<file path="src/rtl/fetch_pc_if.sv">
// fetch_pc_if: fetch-stage redirect sources and PC/flush results between pipeline and fetch_pc_ctrl
interface fetch_pc_if #(
  parameter int XLEN      = 32,
  parameter int CNT_WIDTH = 16
);
  logic            stall;
  logic            btb_hit, if_branch, if_jump, if_ret;
  logic [1:0]      if_pred;
  logic [XLEN-1:0] if_target;
  logic            id_branch, id_jal, id_call, id_btb_hit;
  logic [1:0]      id_pred;
  logic [XLEN-1:0] id_target, id_pc4;
  logic            ex_branch, ex_mispredict, ex_taken, ex_jalr;
  logic [XLEN-1:0] ex_target, ex_pc4, ex_jalr_target;
  logic [XLEN-1:0] pc, next_pc;
  logic            id_flush, ex_flush, ras_empty;
  logic [CNT_WIDTH-1:0] mispredict_cnt;
  modport master (
    output stall, btb_hit, if_branch, if_jump, if_ret, if_pred, if_target,
           id_branch, id_jal, id_call, id_btb_hit, id_pred, id_target, id_pc4,
           ex_branch, ex_mispredict, ex_taken, ex_jalr, ex_target, ex_pc4, ex_jalr_target,
    input  pc, next_pc, id_flush, ex_flush, ras_empty, mispredict_cnt
  );
  modport slave (
    input  stall, btb_hit, if_branch, if_jump, if_ret, if_pred, if_target,
           id_branch, id_jal, id_call, id_btb_hit, id_pred, id_target, id_pc4,
           ex_branch, ex_mispredict, ex_taken, ex_jalr, ex_target, ex_pc4, ex_jalr_target,
    output pc, next_pc, id_flush, ex_flush, ras_empty, mispredict_cnt
  );
endinterface

</file>
<file path="src/rtl/fetch_pc_ctrl.sv">
// fetch_pc_ctrl: next-PC arbitration (EX > ID > BTB > RAS > pc+4), PC register, flushes, mispredict counter.
// Define FETCH_RAS_EN to enable the return-address stack; otherwise returns fall through to pc+4.
module fetch_pc_ctrl #(
  parameter int              XLEN         = 32,
  parameter logic [XLEN-1:0] RESET_VECTOR = '0,
  parameter int              RAS_DEPTH    = 4,
  parameter int              CNT_WIDTH    = 16
) (
  input logic clk,
  input logic rst,
  fetch_pc_if.slave bus
);
  localparam int PW = $clog2(RAS_DEPTH);
  logic [XLEN-1:0]      pc_q, pc_d, ras_top;
  logic [CNT_WIDTH-1:0] cnt_q;
  logic ex_jalr_r, ex_mis_r, id_redir, if_redir, ras_hit, redirect, ex_flush, ras_empty;
  assign ex_jalr_r = bus.ex_jalr;
  assign ex_mis_r  = bus.ex_branch & bus.ex_mispredict;
  assign id_redir  = !bus.id_btb_hit & ((bus.id_branch & bus.id_pred[1]) | bus.id_jal);
  assign if_redir  = bus.btb_hit & (bus.if_jump | (bus.if_branch & bus.if_pred[1]));
  assign redirect  = ex_jalr_r | ex_mis_r | id_redir;
  assign ex_flush  = !rst & (ex_jalr_r | (ex_mis_r & bus.ex_taken));
  always_comb
    pc_d = ex_jalr_r ? {bus.ex_jalr_target[XLEN-1:1], 1'b0} :
           ex_mis_r  ? (bus.ex_taken ? bus.ex_target : bus.ex_pc4) :
           id_redir  ? bus.id_target :
           if_redir  ? bus.if_target :
           ras_hit   ? ras_top : pc_q + XLEN'(4);
  always_ff @(posedge clk)
    if (rst) begin
      pc_q  <= RESET_VECTOR;
      cnt_q <= '0;
    end else begin
      if (!bus.stall || redirect) pc_q <= pc_d;
      if ((ex_jalr_r || ex_mis_r) && cnt_q != '1) cnt_q <= cnt_q + CNT_WIDTH'(1);
    end
`ifdef FETCH_RAS_EN
  logic [XLEN-1:0] ras_q [RAS_DEPTH];
  logic [PW-1:0]   ptr_q;
  logic [PW:0]     num_q;
  logic            push, pop;
  assign ras_empty = num_q == '0;
  assign ras_top   = ras_q[ptr_q - PW'(1)];
  assign ras_hit   = bus.if_ret & !ras_empty;
  assign push      = bus.id_call & !ex_flush & !bus.stall;
  assign pop       = ras_hit & !redirect & !if_redir & !bus.stall;
  // ptr_q points at the next free slot; a full push wraps and overwrites the oldest entry
  always_ff @(posedge clk)
    if (rst) begin
      ptr_q <= '0;
      num_q <= '0;
    end else if (push && pop) begin
      ras_q[ptr_q - PW'(1)] <= bus.id_pc4;
    end else if (push) begin
      ras_q[ptr_q] <= bus.id_pc4;
      ptr_q        <= ptr_q + PW'(1);
      num_q        <= (num_q == (PW+1)'(RAS_DEPTH)) ? num_q : num_q + (PW+1)'(1);
    end else if (pop) begin
      ptr_q <= ptr_q - PW'(1);
      num_q <= num_q - (PW+1)'(1);
    end
`else
  logic unused_ras;
  assign ras_empty  = 1'b1;
  assign ras_hit    = 1'b0;
  assign ras_top    = '0;
  assign unused_ras = ^{bus.if_ret, bus.id_call, bus.id_pc4};
`endif
  assign bus.pc             = pc_q;
  assign bus.next_pc        = pc_d;
  assign bus.id_flush       = !rst & redirect;
  assign bus.ex_flush       = ex_flush;
  assign bus.ras_empty      = ras_empty;
  assign bus.mispredict_cnt = cnt_q;
endmodule

</file>
<file path="src/flat_wrapper.sv">
// flat-port wrapper written by rule: the top's interface ports become plain ports
module fetch_pc_ctrl_flat 
#(
  parameter int              XLEN         = 32,
  parameter logic [XLEN-1:0] RESET_VECTOR = '0,
  parameter int              RAS_DEPTH    = 4,
  parameter int              CNT_WIDTH    = 16
)
  (clk, rst, bus_stall, bus_btb_hit, bus_if_branch, bus_if_jump, bus_if_ret, bus_if_pred, bus_if_target, bus_id_branch, bus_id_jal, bus_id_call, bus_id_btb_hit, bus_id_pred, bus_id_target, bus_id_pc4, bus_ex_branch, bus_ex_mispredict, bus_ex_taken, bus_ex_jalr, bus_ex_target, bus_ex_pc4, bus_ex_jalr_target, bus_pc, bus_next_pc, bus_id_flush, bus_ex_flush, bus_ras_empty, bus_mispredict_cnt);
  fetch_pc_if #(.XLEN(XLEN), .CNT_WIDTH(CNT_WIDTH)) bus_i ();
  input logic clk;
  input logic rst;
  input wire logic [$bits(bus_i.stall)-1:0] bus_stall;
  input wire logic [$bits(bus_i.btb_hit)-1:0] bus_btb_hit;
  input wire logic [$bits(bus_i.if_branch)-1:0] bus_if_branch;
  input wire logic [$bits(bus_i.if_jump)-1:0] bus_if_jump;
  input wire logic [$bits(bus_i.if_ret)-1:0] bus_if_ret;
  input wire logic [$bits(bus_i.if_pred)-1:0] bus_if_pred;
  input wire logic [$bits(bus_i.if_target)-1:0] bus_if_target;
  input wire logic [$bits(bus_i.id_branch)-1:0] bus_id_branch;
  input wire logic [$bits(bus_i.id_jal)-1:0] bus_id_jal;
  input wire logic [$bits(bus_i.id_call)-1:0] bus_id_call;
  input wire logic [$bits(bus_i.id_btb_hit)-1:0] bus_id_btb_hit;
  input wire logic [$bits(bus_i.id_pred)-1:0] bus_id_pred;
  input wire logic [$bits(bus_i.id_target)-1:0] bus_id_target;
  input wire logic [$bits(bus_i.id_pc4)-1:0] bus_id_pc4;
  input wire logic [$bits(bus_i.ex_branch)-1:0] bus_ex_branch;
  input wire logic [$bits(bus_i.ex_mispredict)-1:0] bus_ex_mispredict;
  input wire logic [$bits(bus_i.ex_taken)-1:0] bus_ex_taken;
  input wire logic [$bits(bus_i.ex_jalr)-1:0] bus_ex_jalr;
  input wire logic [$bits(bus_i.ex_target)-1:0] bus_ex_target;
  input wire logic [$bits(bus_i.ex_pc4)-1:0] bus_ex_pc4;
  input wire logic [$bits(bus_i.ex_jalr_target)-1:0] bus_ex_jalr_target;
  output wire logic [$bits(bus_i.pc)-1:0] bus_pc;
  output wire logic [$bits(bus_i.next_pc)-1:0] bus_next_pc;
  output wire logic [$bits(bus_i.id_flush)-1:0] bus_id_flush;
  output wire logic [$bits(bus_i.ex_flush)-1:0] bus_ex_flush;
  output wire logic [$bits(bus_i.ras_empty)-1:0] bus_ras_empty;
  output wire logic [$bits(bus_i.mispredict_cnt)-1:0] bus_mispredict_cnt;
  assign bus_i.stall = bus_stall;
  assign bus_i.btb_hit = bus_btb_hit;
  assign bus_i.if_branch = bus_if_branch;
  assign bus_i.if_jump = bus_if_jump;
  assign bus_i.if_ret = bus_if_ret;
  assign bus_i.if_pred = bus_if_pred;
  assign bus_i.if_target = bus_if_target;
  assign bus_i.id_branch = bus_id_branch;
  assign bus_i.id_jal = bus_id_jal;
  assign bus_i.id_call = bus_id_call;
  assign bus_i.id_btb_hit = bus_id_btb_hit;
  assign bus_i.id_pred = bus_id_pred;
  assign bus_i.id_target = bus_id_target;
  assign bus_i.id_pc4 = bus_id_pc4;
  assign bus_i.ex_branch = bus_ex_branch;
  assign bus_i.ex_mispredict = bus_ex_mispredict;
  assign bus_i.ex_taken = bus_ex_taken;
  assign bus_i.ex_jalr = bus_ex_jalr;
  assign bus_i.ex_target = bus_ex_target;
  assign bus_i.ex_pc4 = bus_ex_pc4;
  assign bus_i.ex_jalr_target = bus_ex_jalr_target;
  assign bus_pc = bus_i.pc;
  assign bus_next_pc = bus_i.next_pc;
  assign bus_id_flush = bus_i.id_flush;
  assign bus_ex_flush = bus_i.ex_flush;
  assign bus_ras_empty = bus_i.ras_empty;
  assign bus_mispredict_cnt = bus_i.mispredict_cnt;
  fetch_pc_ctrl #(.XLEN(XLEN), .RESET_VECTOR(RESET_VECTOR), .RAS_DEPTH(RAS_DEPTH), .CNT_WIDTH(CNT_WIDTH)) u_core (.clk(clk), .rst(rst), .bus(bus_i));
endmodule
</file>
<file path="config.mk">
export PLATFORM = sky130hd
export DESIGN_NAME = fetch_pc_ctrl_flat
export DESIGN_NICKNAME = d
export VERILOG_FILES = /design/src/rtl/fetch_pc_if.sv /design/src/rtl/fetch_pc_ctrl.sv /design/src/flat_wrapper.sv
export SDC_FILE = /design/constraint.sdc
export NUM_CORES = 1
export LEC_CHECK = 0
export ABC_AREA = 1
export CORE_MARGIN = 5
export CORE_UTILIZATION = 33
export CTS_CLUSTER_SIZE = 10
export DETAILED_ROUTE_END_ITERATION = 12
export GPL_TIMING_DRIVEN = 0
export PLACE_DENSITY = 0.74
export SETUP_SLACK_MARGIN = 0.3
export SKIP_LAST_GASP = 1
export SLEW_MARGIN = 20
export SYNTH_ARGS = -nofsm -noshare
export SYNTH_HDL_FRONTEND = slang
export SYNTH_SLANG_ARGS = --single-unit
export TNS_END_PERCENT = 1
</file>
<file path="constraint.sdc">
create_clock -name clk -period 4.25 [get_ports clk]
set_clock_uncertainty 0.1 [all_clocks]
set_input_delay 1.0625 -clock clk [delete_from_list [all_inputs] [get_ports clk]]
set_output_delay 1.0625 -clock clk [all_outputs]
set_load 0.01 [all_outputs]
</file>
==> tab_implementation.tex <==
\begin{tabular}{lr}
\hline
Metric & Value \\
\hline
\multicolumn{2}{l}{\textbf{Power and ir drop}} \\
Portion of total power attributed to combinational logic & 42.2\% \\
Static leakage & 0.00353 uW \\
Maximum vdd drop & 162 uV \\
Switching power of the nets & 564 uW \\
Internal & 1090 uW \\
Fraction of power consumed by sequential logic & 32.2\% \\
Clock power share & 25.6\% \\
Net switching share of the total power & 34.2\% \\
Pwr per Cell Area & 214 mW/mm2 \\
\multicolumn{2}{l}{\textbf{Floorplan}} \\
I/O pin total & 294 \\
Die height & 128 um \\
Overall die area & 0.0164 mm2 \\
Effective utilization at floorplan & 33.5\% \\
Core area & 0.0138 mm2 \\
Rows & 43 \\
Die X-Extent & 128 um \\
\multicolumn{2}{l}{\textbf{Setup path}} \\
Crit-path most repeated cell & sky130\_fd\_sc\_hd\_\_clkdlybuf4s50\_1 \\
Critical path startpoint category & input port \\
Biggest fanout along the worst timing path & 10 \\
Critical path's largest stage delay & 0.53 ns \\
R2R Setup Slk & 2.19 ns \\
Slowest cell on the critical path & sky130\_fd\_sc\_hd\_\_clkdlybuf4s50\_1 \\
Number of cell instances on the worst register-to-register path & 14 \\
Type of the worst setup path & input port to output pin \\
Critical Path End Type & output pin \\
Destination of the worst register-to-register timing path & u\_core.bus.pc[24] \\
Worst path cell trace & clkdlybuf4s50\_1 > a21o\_1 > nand2\_4 > clkbuf\_8 > o21ai\_0 > o21bai\_1 > nand2\_1 > o21ai\_2 > inv\_1 > clkdlybuf4s50\_1 \\
Critical path arrival & 3.02 ns \\
Required @ worst endpoint & 3.09 ns \\
Origin of the critical flop-to-flop path & u\_core.bus.pc[2] \\
\multicolumn{2}{l}{\textbf{Drt}} \\
Number of nets still failing antenna checks after routing & 0 \\
Drt pass-1 iters & 4 \\
Vias per std cell & 4.91 \\
Residual DRC count & 0 \\
Total detailed-routing wirelength & 21700 um \\
Post-detailed-route wirelength per cell & 16.7 um \\
Detailed-route via count & 6388 \\
DRT iter0 DRCs & 404 \\
\multicolumn{2}{l}{\textbf{GRT}} \\
Global routing usage summed across all routing layers & 25.2\% \\
Pin count of the biggest net entering global routing & 16 \\
Total overflow reported by the global router & 0 \\
Routing usage on met1 & 31.2\% \\
Met3 Resource Use GR & 6.54\% \\
Antenna violations before repair & 1 \\
Vias in the first global route & 5998 \\
First-pass GRT wire length & 32300 um \\
Met2 Usage GRT & 43.1\% \\
Grt peak-use layer & met2 \\
\multicolumn{2}{l}{\textbf{Finish}} \\
Final-layout fill cell count & 1457 \\
Area added between synthesis and finish & 66.9\% \\
Net count reported at finish & 1333 \\
Post-route non-filler standard cell count & 1301 \\
Number of antenna cells inserted & 0 \\
Final non-filler cell area & 0.00770 mm2 \\
Layout cell share with drive strength beyond 1 & 7.49\% \\
\multicolumn{2}{l}{\textbf{Clock tree}} \\
Num Clock Sinks & 48 \\
Clock tree root driver cell & sky130\_fd\_sc\_hd\_\_clkbuf\_16 \\
\# H-tree levels & 2 \\
Worst skew pair latency & 0.29 ns \\
Cts-stage hold buffer count & 0 \\
TritonCTS Buffers & 5 \\
CTS Buffer Depth & 2 \\
CTS clock-pin slew for the worst setup and hold paths & 0.07 ns \\
Clock tree from TritonCTS & done \\
\multicolumn{2}{l}{\textbf{Synth}} \\
Post-synth net total & 1070 \\
Flop and latch count out of synthesis & 48 \\
Top cells by area, synth & sky130\_fd\_sc\_hd\_\_nand2\_1 26\%, sky130\_fd\_sc\_hd\_\_dfxtp\_1 21\%, sky130\_fd\_sc\_hd\_\_o21ai\_0 8.8\%, sky130\_fd\_sc\_hd\_\_inv\_1 8.0\%, sky130\_fd\_sc\_hd\_\_a21oi\_1 7.5\% \\
Number of flops mapped to enable cells by yosys & 0 \\
Synthesized instance count & 857 \\
Mean area per synthesized cell & 5.38 um2 \\
Most instantiated library cell after synthesis & sky130\_fd\_sc\_hd\_\_nand2\_1 \\
Part of the Yosys area used for sequential elements & 20.8\% \\
Portion of synthesized cell area occupied by the leading cell type & 25.7\% \\
FFs w/ async S/R, synth & 0\% \\
Netlist area before placement & 0.00461 mm2 \\
Warnings, synthesis & 0 \\
Unique cell type count in the Yosys netlist & 37 \\
Cell taking the most area after synthesis & sky130\_fd\_sc\_hd\_\_nand2\_1 \\
Top cell types by occurrence after synthesis & 316 x sky130\_fd\_sc\_hd\_\_nand2\_1, 98 x sky130\_fd\_sc\_hd\_\_inv\_1, 81 x sky130\_fd\_sc\_hd\_\_o21ai\_0 \\
Post-synth top flop & sky130\_fd\_sc\_hd\_\_dfxtp\_1 \\
\multicolumn{2}{l}{\textbf{Worst hold path}} \\
Hold path startpoint & u\_core.bus.mispredict\_cnt[0] \\
Cells on Worst Hold Path & 1 \\
Worst hold path class & flop to flop \\
Hold worst-path end & u\_core.bus.mispredict\_cnt[0] \\
\multicolumn{2}{l}{\textbf{Outcome}} \\
Run status & complete, no violations \\
\multicolumn{2}{l}{\textbf{Placement}} \\
Placer Congestion & 0.935 \\
Detailed-placement wirelength estimate & 17600 um \\
Placed Instances & 1290 \\
Post-place instance area & 0.00737 mm2 \\
Port Buffer Count & 253 \\
\multicolumn{2}{l}{\textbf{Timing}} \\
Final count of negative-setup-slack endpoints & 0 \\
Transition time of the tightest slew-check pin & 0.766 ns \\
Setup repair after global routing missed its margin & yes \\
Remaining max-slew budget at the tightest pin & 48.9\% \\
Fin Setup TNS & 0 ns \\
Minimum clock period & 4.18 ns \\
Worst hold slack after final layout & 0.398 ns \\
Hold violation total from the final report & 0 \\
Final-report max-slew violation count & 0 \\
Fraction of the cycle the final worst path needs & 98.4\% \\
Peak clock frequency supported by timing & 0.239 GHz \\
\multicolumn{2}{l}{\textbf{Run}} \\
Maximum Capacitance Violations & 0 \\
\hline
\end{tabular}
## area by class of cell
class                           instances  area (um2)  area share, %
Buffer                                 43         278           3.61
Clock buffer                            6         139           1.80
Clock inverter                          2        15.0          0.195
Inverter                              102         388           5.04
Multi-Input combinational cell        664        3120           40.6
Sequential cell                        48         961           12.5
Tap cell                              180         225           2.93
Timing Repair Buffer                  256        2570           33.4
## logic make-up (layout without fill, tap and decap cells)
| family | after synthesis | after routing | share of synthesized area (%) |
|---|---|---|---|
| compound gates | 180 | 180 | 20.7 |
| xor+xnor | 13 | 13 | 2.47 |
| fa+ha+maj | 2 | 2 | 0.542 |
| buf+inv | 145 | 409 | 12.0 |
| flops | 48 | 48 | 20.8 |
| mux | 1 | 1 | 0.217 |
| other cells | 1 | 1 | 0.0813 |
| simple gates | 467 | 467 | 43.1 |
## placed cells by master, fill, tap and decap left out, drive strengths merged, types with 22 or more instances in the layout
cell type,Yosys,layout
a21oi,69,69
o21ai,90,90
dfxtp,48,48
nor2,58,58
clkbuf,38,39
or2,22,22
nand2,322,322
nand3,51,51
clkdlybuf4s50,0,236
inv,101,101
## worst max path at each step
stage,start,endpoint,slack (ns),cells past startpoint
after CTS,bus_ex_taken,bus_next_pc[13],0.03,10
after global routing,bus_id_branch,bus_next_pc[20],-0.05,13
after global placement,bus_if_pred[1],bus_next_pc[14],-0.49,11
after floorplan,bus_if_branch,bus_next_pc[2],1.03,10
final,bus_id_branch,bus_next_pc[14],0.07,10
after detailed placement,bus_id_branch,bus_next_pc[2],-0.51,10
## flip-flops by register name, indices dropped and copies added, names as in the netlist
name                       count
u_core.bus.pc                 32
u_core.bus.mispredict_cnt     16
## per-layer routing
| metal | vias to the layer above | wire length (um) | share of wire (%) |
|---|---|---|---|
| li1 | 3242 | - | - |
| met1 | 2822 | 8930 | 41 |
| met2 | 287 | 10200 | 47 |
| met3 | 35 | 2010 | 9.3 |
| met4 | 2 | 549 | 2.5 |
| met5 | - | 15 | 0.069 |
## stage by stage
stage	utilization [%]	worst slack, ns	total power (uW)
after floorplan	-	1.03	824
after global placement	53.5	-0.494	1210
after global routing	55.9	-0.0457	1740
final	55.9	0.0683	1650
after CTS	55.6	0.0330	1650
after detailed placement	53.5	-0.511	1220
## power by group through the flow
stage / Sequential, uW / Combinational [uW] / Clock (uW)
5_1_grt: 536 / 762 / 439
4_1_cts: 529 / 695 / 423
3_3_place_gp: 539 / 676 / 0
2_1_floorplan: 541 / 283 / 0
6_report: 531 / 696 / 422
3_5_place_dp: 539 / 681 / 0
## critical path: cells and delay by family
| family | cells | cell delay (ns) |
|---|---|---|
| AND/OR/NAND/NOR | 2 | 0.22 |
| AO/OA/AOI/OAI | 4 | 0.50 |
| buffers and inverters | 4 | 1.22 |
## repair_timing
action	in CTS	in global routing
gates resized for setup	54	22
setup endpoints to repair	34	33
pin swaps	1	1
setup buffers	2	1
(Power assumes the default switching activity.)
